$ cat config.mk
export PLATFORM = sky130hd
export DESIGN_NAME = sub32_seq
export DESIGN_NICKNAME = d
export VERILOG_FILES = /design/src/rtl/sub32_seq.sv
export SDC_FILE = /design/constraint.sdc
export NUM_CORES = 1
export LEC_CHECK = 0
export ABC_AREA = 1
export CAP_MARGIN = 5
export CORE_UTILIZATION = 52
export CTS_CLUSTER_SIZE = 14
export DETAILED_ROUTE_END_ITERATION = 6
export HOLD_SLACK_MARGIN = 0.05
export PLACE_DENSITY = 0.84
export SYNTH_ARGS = -nofsm -noshare
export SYNTH_HDL_FRONTEND = slang
export SYNTH_SLANG_ARGS = --single-unit
$ cat constraint.sdc
create_clock -name clk -period 5.55 [get_ports clk]
set_clock_uncertainty 0.15 [all_clocks]
set_input_delay 1.11 -clock clk [delete_from_list [all_inputs] [get_ports clk]]
set_output_delay 1.11 -clock clk [all_outputs]
set_load 0.005 [all_outputs]
$ cat src/rtl/sub32_seq.sv
// sub32_seq: multi-cycle unsigned subtractor. Computes a - b with one
// SLICE-bit subtract slice per cycle, LSB slice first, carrying the borrow
// between cycles in a register. The valid/ready handshake is decoded purely
// from registered state, so neither in_ready nor out_valid depends
// combinationally on in_valid or out_ready.
module sub32_seq #(
  parameter int WIDTH = 32,
  parameter int SLICE = 16
) (
  input  logic             clk,
  input  logic             rst,
  input  logic             in_valid,
  output logic             in_ready,
  input  logic [WIDTH-1:0] a,
  input  logic [WIDTH-1:0] b,
  output logic             out_valid,
  input  logic             out_ready,
  output logic [WIDTH-1:0] diff,
  output logic             borrow,
  output logic             zero
);

  localparam int NSLICES = WIDTH / SLICE;
  // Keep the counter at least one bit wide so NSLICES == 1 still elaborates.
  localparam int CW      = (NSLICES > 1) ? $clog2(NSLICES) : 1;

  typedef enum logic [1:0] {
    IDLE = 2'd0,
    RUN  = 2'd1,
    DONE = 2'd2
  } state_t;

  state_t           state_q, state_d;
  logic [CW-1:0]    cnt_q;
  logic [WIDTH-1:0] a_q, b_q;
  logic [WIDTH-1:0] diff_q;
  logic             brw_q;      // borrow carried between slices
  logic             zacc_q;     // running "all slices zero so far"
  logic             borrow_q;   // published borrow flag
  logic             zero_q;     // published zero flag

  logic [SLICE-1:0] a_s, b_s, d_s;
  logic             bo_s;
  logic             last_s;
  logic             accept;

  assign accept = in_valid && (state_q == IDLE);
  assign last_s = (cnt_q == CW'(NSLICES - 1));

  // One slice of the subtract chain, selected by the slice counter.
  always_comb begin
    a_s = a_q[cnt_q*SLICE +: SLICE];
    b_s = b_q[cnt_q*SLICE +: SLICE];
    // Extending to SLICE+1 bits makes the top bit the borrow-out.
    {bo_s, d_s} = {1'b0, a_s} - {1'b0, b_s} - (SLICE+1)'(brw_q);
  end

  // State register.
  always_ff @(posedge clk) begin
    // NOTE: sequential state uses non-blocking (<=) so every register samples
    // pre-edge values regardless of block ordering.
    if (rst) state_q <= IDLE;
    else     state_q <= state_d;
  end

  // Next-state decode.
  always_comb begin
    // NOTE: default assignment first so no path leaves state_d unassigned,
    // which would otherwise infer a latch.
    state_d = state_q;
    unique case (state_q)
      IDLE:    if (accept) state_d = RUN;
      RUN:     if (last_s) state_d = DONE;
      DONE:    if (out_ready) state_d = IDLE;
      default: state_d = IDLE;
    endcase
  end

  // Handshake outputs decoded from registered state only.
  always_comb begin
    in_ready  = (state_q == IDLE);
    out_valid = (state_q == DONE);
  end

  // Operand capture, slice-by-slice result write-back and flag accumulation.
  always_ff @(posedge clk) begin
    if (rst) begin
      // NOTE: a_q/b_q are deliberately not reset: they are always loaded on
      // accept before being read, so reset only the state that is observable.
      cnt_q    <= '0;
      brw_q    <= 1'b0;
      zacc_q   <= 1'b0;
      diff_q   <= '0;
      borrow_q <= 1'b0;
      zero_q   <= 1'b0;
    end else begin
      unique case (state_q)
        IDLE: begin
          if (accept) begin
            a_q    <= a;
            b_q    <= b;
            cnt_q  <= '0;
            brw_q  <= 1'b0;
            zacc_q <= 1'b1;
          end
        end
        RUN: begin
          diff_q[cnt_q*SLICE +: SLICE] <= d_s;
          brw_q  <= bo_s;
          zacc_q <= zacc_q & (d_s == '0);
          cnt_q  <= cnt_q + CW'(1);
          if (last_s) begin
            borrow_q <= bo_s;
            zero_q   <= zacc_q & (d_s == '0);
          end
        end
        default: ;
      endcase
    end
  end

  assign diff   = diff_q;
  assign borrow = borrow_q;
  assign zero   = zero_q;

endmodule

-- Word-level counts from Yosys, hierarchy flattened
Cells that the tools add are included.
- bitwise logic cells: 2
- equality and inequality tests: 5
- multiplexer cells: 10
- multipliers: 0
- divide/modulo/power cells: 0
- shift-type cells: 4
- magnitude comparators: 0
- reductions and logical operators: 8
- $add $sub $neg: 4
- operator list (cell ; number):
    32-bit by 6-bit indexed part select with 16-bit output ; 2
    5-bit negator with 34-bit output ; 1
    16-bit by 34-bit variable shift with 32-bit output (first input constant) ; 1
    16-bit by 34-bit indexed part select with 32-bit output ; 1
    32-bit bitwise mux ; 1
    16-bit by 16-bit subtractor with 17-bit output ; 1
    17-bit by 1-bit subtractor with 17-bit output ; 1
    16-bit zero test ; 1
    2-bit 2-to-1 mux ; 3
    1-bit one-hot mux with 2 select lines ; 3
    2-bit one-hot mux with 3 select lines ; 1
    3-bit AND reduction ; 2
    2-bit by 1-bit inequality test with 1-bit output (second input constant) ; 2
    2-bit AND reduction ; 2
    2-bit by 1-bit == test with 1-bit output (second input constant) ; 1
    2-bit == test (second input constant) ; 1
    2-bit zero test ; 1
    1-bit 2-to-1 mux ; 2
    2-bit inequality test (second input constant) ; 1
    2-bit nonzero test ; 1
    1-bit adder (second input constant) ; 1
    1-bit bitwise AND ; 1
    1-bit logical AND ; 1
    1-bit NOT ; 1
- register bits after elaboration: 103
- memory bits (read-only): 0
- input bits: 68
- word-level logic and storage cells: 42
- output and inout bits: 36
- memories kept: 0
- bits in latches: 0
- memory bits (writable): 0

-- Depth between registers and ports, before layout
- depth after elaboration: 6
- depth in mapped cells: 21
- depth with buffers taken out: 19

-- Worst setup path before layout
OpenSTA, ideal clock, no wires.
- path kind: in2reg
- from: in in_valid
- to: reg a_q[0], enable pin
- path buffers: 0
- setup slack: 1034 ps
- data required time: 4914 ps
- arrival: 3880 ps
- stages: 2
- cell sequence: nand2_1 > nor2_1
- cells in the longest elaborated chain, start to end: 2
- ends and longest elaborated chain (element ; RTL line ; source):
    start, declared ; 12 ; input logic in_valid,
    1-bit logical AND ; 47 ; assign accept = in_valid && (state_q == IDLE);
    3-bit AND reduction (no line) ; -- ;
    end signal, assigned ; 100 ; a_q <= a;
    end, declared ; 35 ; logic [WIDTH-1:0] a_q, b_q;
No other way between the ends.
A chain may end at the register's enable or synchronous reset.

-- Worst setup path after layout
- from: reg cnt_q
- to: reg zacc_q
- cells in the longest elaborated chain, start to end: 6
- ends and longest elaborated chain (element ; RTL line ; source):
    start, declared ; 34 ; logic [CW-1:0] cnt_q;
    start signal, assigned ; 111 ; cnt_q <= cnt_q + CW'(1);
    32-bit by 6-bit indexed part select with 16-bit output, on equally long branches ; 52, 53 ;
    16-bit by 16-bit subtractor with 17-bit output * ; 55 ; {bo_s, d_s} = {1'b0, a_s} - {1'b0, b_s} - (SLICE+1)'(brw_q);
    17-bit by 1-bit subtractor with 17-bit output * ; 55 ;
    16-bit zero test * ; 110 ; zacc_q <= zacc_q & (d_s == '0);
    1-bit bitwise AND * ; 110 ;
    1-bit one-hot mux with 2 select lines * ; 97 ; unique case (state_q)
    end signal, assigned ; 110 ;
    end, declared ; 38 ; logic zacc_q; // running "all slices zero so far"
Every way passes the cells marked *; elsewhere a longest branch is shown, timed or not.

==> flow_summary.toml <==
[pwr]
vdd_drop_max_mv = 0.138
powerDensity_nw_per_um2 = 298
p_leak_nw = 2.87

[worst_hold_path]
hp-class = "flop to flop"

[route]
ant_nets = 0
vias = 3964
drt-wirelength-per-cell_um = 13.4
drtIter0Drc = 154
finalWirelength_mm = 10.6
post-route-drc-count = 0
firstDrtPassIters = 5
vias_per_cell = 4.99

[yosys]
synth_area_um2 = 5100
ys_seq_area_share_pct = 53.0
ys_ff_latch = 103
syn-num-nets = 655
synth_cell_types = 34
yosys_warnings = 0
postSynthCellCount = 557
syn_area_per_cell_um2 = 9.16

[global_routing]
antenna_found_initial = 0
grt_max_degree = 65
grt_pass1_wl_mm = 17.7
grt_usage_pct = 22.4
grt_overflow = 0
grt_pass1_vias = 4032

[critical_path]
path_common_cell = "nand2_1"
worst-setup-path-type = "flop to flop"
end_kind = "flop"
cp_num_buf_inv = 2
worstPathMaxFanout = 35
cp_slowest_stage_delay_ns = 0.90
critPathTopFamily = "simple AND/OR/NAND/NOR gates"
cp_cell_sequence = "inv_4 > nand2_1 > nand2_1 > fa_1 > fa_1 > inv_1 > nand2_1 > nand2_1 > nand2_1 > nand2_1 > nand2_1 > nand2_1 > nand3_1 > nand2_1 > nand2_1 > nor2_2 > nand3_1 > a21oi_2"
cp.arrival_ns = 3.71
critPathLaunchType = "flop"
crit_path_top_delay_cell = "dfxtp_2"
cp.required_ns = 5.70

[timing]
fmax_ghz = 0.280
max_slew_margin_pct = 37.1
final.setup.worst_slack_ns = 1.98
finalCritPeriodShare_pct = 64.3
tns_ns = 0
finalMaxSlewViolations = 0
finalSetupViolations = 0
worst_slew_pin_slew_ns = 0.942
finalCriticalPeriod_ns = 3.57
finalHoldViolCount = 0
rsz0062_at_grt = "no"

[final_layout]
drive_gt1_share_pct = 6.02
fillers = 784
final_common_cell = "nand2_1"
final_core_util_pct = 68.7
final_cell_mix = "150 x nand2_1, 103 x clkdlybuf4s50_1, 101 x inv_1, 64 x edfxtp_1, 38 x dfxtp_1"
syn2layout_area_growth_pct = 26.1
fin_nets = 758
antenna_cells = 0

[clock_tree]
cts_buffers = 9
clock_latency_ns = 0.37
htree_levels = 3
cts_tree = "yes"
cts_resized = 0
cts_hold_buf = 0
root_buffer = "clkbuf_8"
post_cts_buffers = 0
clock_sinks = 103
clockBufferDepth = 2
clkTransAtPathRegs_ns = 0.10

[run]
drv_cap = 0

[die]
die_y_um = 101
placementRows = 35
die-area_um2 = 10200
io_pins = 104
core_um2 = 9370
dieWidth_um = 101
initial_core_util_pct = 54.4

[placement]
io_buffers = 103
place_hpwl_mm = 8.23
globalplace.congestion = 0.859
pre_cts_ws_ns = 2.01

[outcome]
run_status = "completed"
==> synthesized netlist by cell type <==
library cell | n | area share [%]
mux2i_1 | 16 | 3.1
nand2_1 | 150 | 11
inv_4 | 1 | 0.12
inv_1 | 101 | 7.4
edfxtp_1 | 64 | 38
dfxtp_1 | 39 | 15
o21a_1 | 2 | 0.29
nor2_2 | 5 | 0.61
o21ai_0 | 21 | 2.1
xor2_1 | 1 | 0.17
nand3b_1 | 3 | 0.44
nor3_1 | 3 | 0.29
xnor2_1 | 1 | 0.17
clkinv_1 | 1 | 0.074
o21ai_4 | 1 | 0.32
and2_1 | 1 | 0.12
a21oi_2 | 4 | 0.69
nand2_2 | 4 | 0.49
nand2_4 | 2 | 0.44
clkbuf_1 | 9 | 0.66
nand3_2 | 1 | 0.20
o211ai_1 | 17 | 2.5
a21oi_1 | 15 | 1.5
nor2_1 | 26 | 1.9
inv_2 | 2 | 0.15
buf_2 | 3 | 0.29
nand3_1 | 18 | 1.8
o21bai_1 | 9 | 1.3
buf_6 | 1 | 0.22
fa_1 | 2 | 0.78
nor2_4 | 2 | 0.44
ha_1 | 28 | 6.9
o31ai_1 | 1 | 0.15
nand4_1 | 3 | 0.37
==> logic make-up after synthesis <==
group | after synthesis | share of synthesized area [%]
mux | 16 | 3.14
fa+ha+maj | 30 | 7.65
compound gates | 70 | 8.81
buf+inv | 118 | 8.95
flops | 103 | 53.0
simple gates | 218 | 18.1
xor+xnor | 2 | 0.343
==> cell type report <==
cell class | count | area [µm²] | area share [%]
clock buffers | 9 | 124 | 1.92
flip-flops and latches | 103 | 2700 | 42.0
multi-input cells | 336 | 1950 | 30.3
clock inverters | 7 | 53.8 | 0.836
well taps | 129 | 161 | 2.51
inverters | 105 | 397 | 6.16
repair buffers | 105 | 1050 | 16.3
==> tightest hold or removal path: cells and delay by family (launching register included) <==
kind	cells	cell delay (ns)
DFF	1	0.33
and+or+nand+nor	1	0.06
AOI/OAI and AO/OA	1	0.05
==> worst paths after layout <==
check | startpoint | endpoint | slack [ns] | cells after the start
worst max register to register | cnt_q | zacc_q | 1.98 | 18
worst max-delay path | cnt_q | zacc_q | 1.98 | 18
worst min-delay path | brw_q | brw_q | 0.34 | 2
worst min register to register | brw_q | brw_q | 0.34 | 2
==> report_power, final <==
part,switching [mW],internal (mW)
clock network,0.268,0.169
logic,0.352,0.240
registers,0.0267,0.862
total,0.647,1.27
==> per-layer routing <==
layer  vias to the layer above  global-route usage, %  routed length (µm)
met5                         -                      0                   0
met4                         0                   9.03                 259
met3                        26                   3.19                 388
met2                       106                   40.6                5360
met1                      1827                   26.6                4630
li1                       2005                      -                   -
==> flip-flops by register name, summed over array words and instances, names as in the netlist <==
| name | cells |
|---|---|
| state_q | 2 |
| b_q | 32 |
| zacc_q | 1 |
| borrow | 1 |
| a_q | 32 |
| cnt_q | 1 |
| zero | 1 |
| diff | 32 |
| brw_q | 1 |
==> per-stage QoR <==
step                hold slack [ns]  instances  area (µm²)  total power [mW]
CTS                           0.335        794        6430              1.92
floorplan                     0.287        557        5100              1.29
finish                        0.336        794        6430              1.92
detailed placement            0.320        778        6260              1.49
global placement              0.304        778        6260              1.48
global route                  0.370        794        6430              2.04
Note: power is estimated with default switching activity, not from simulation.
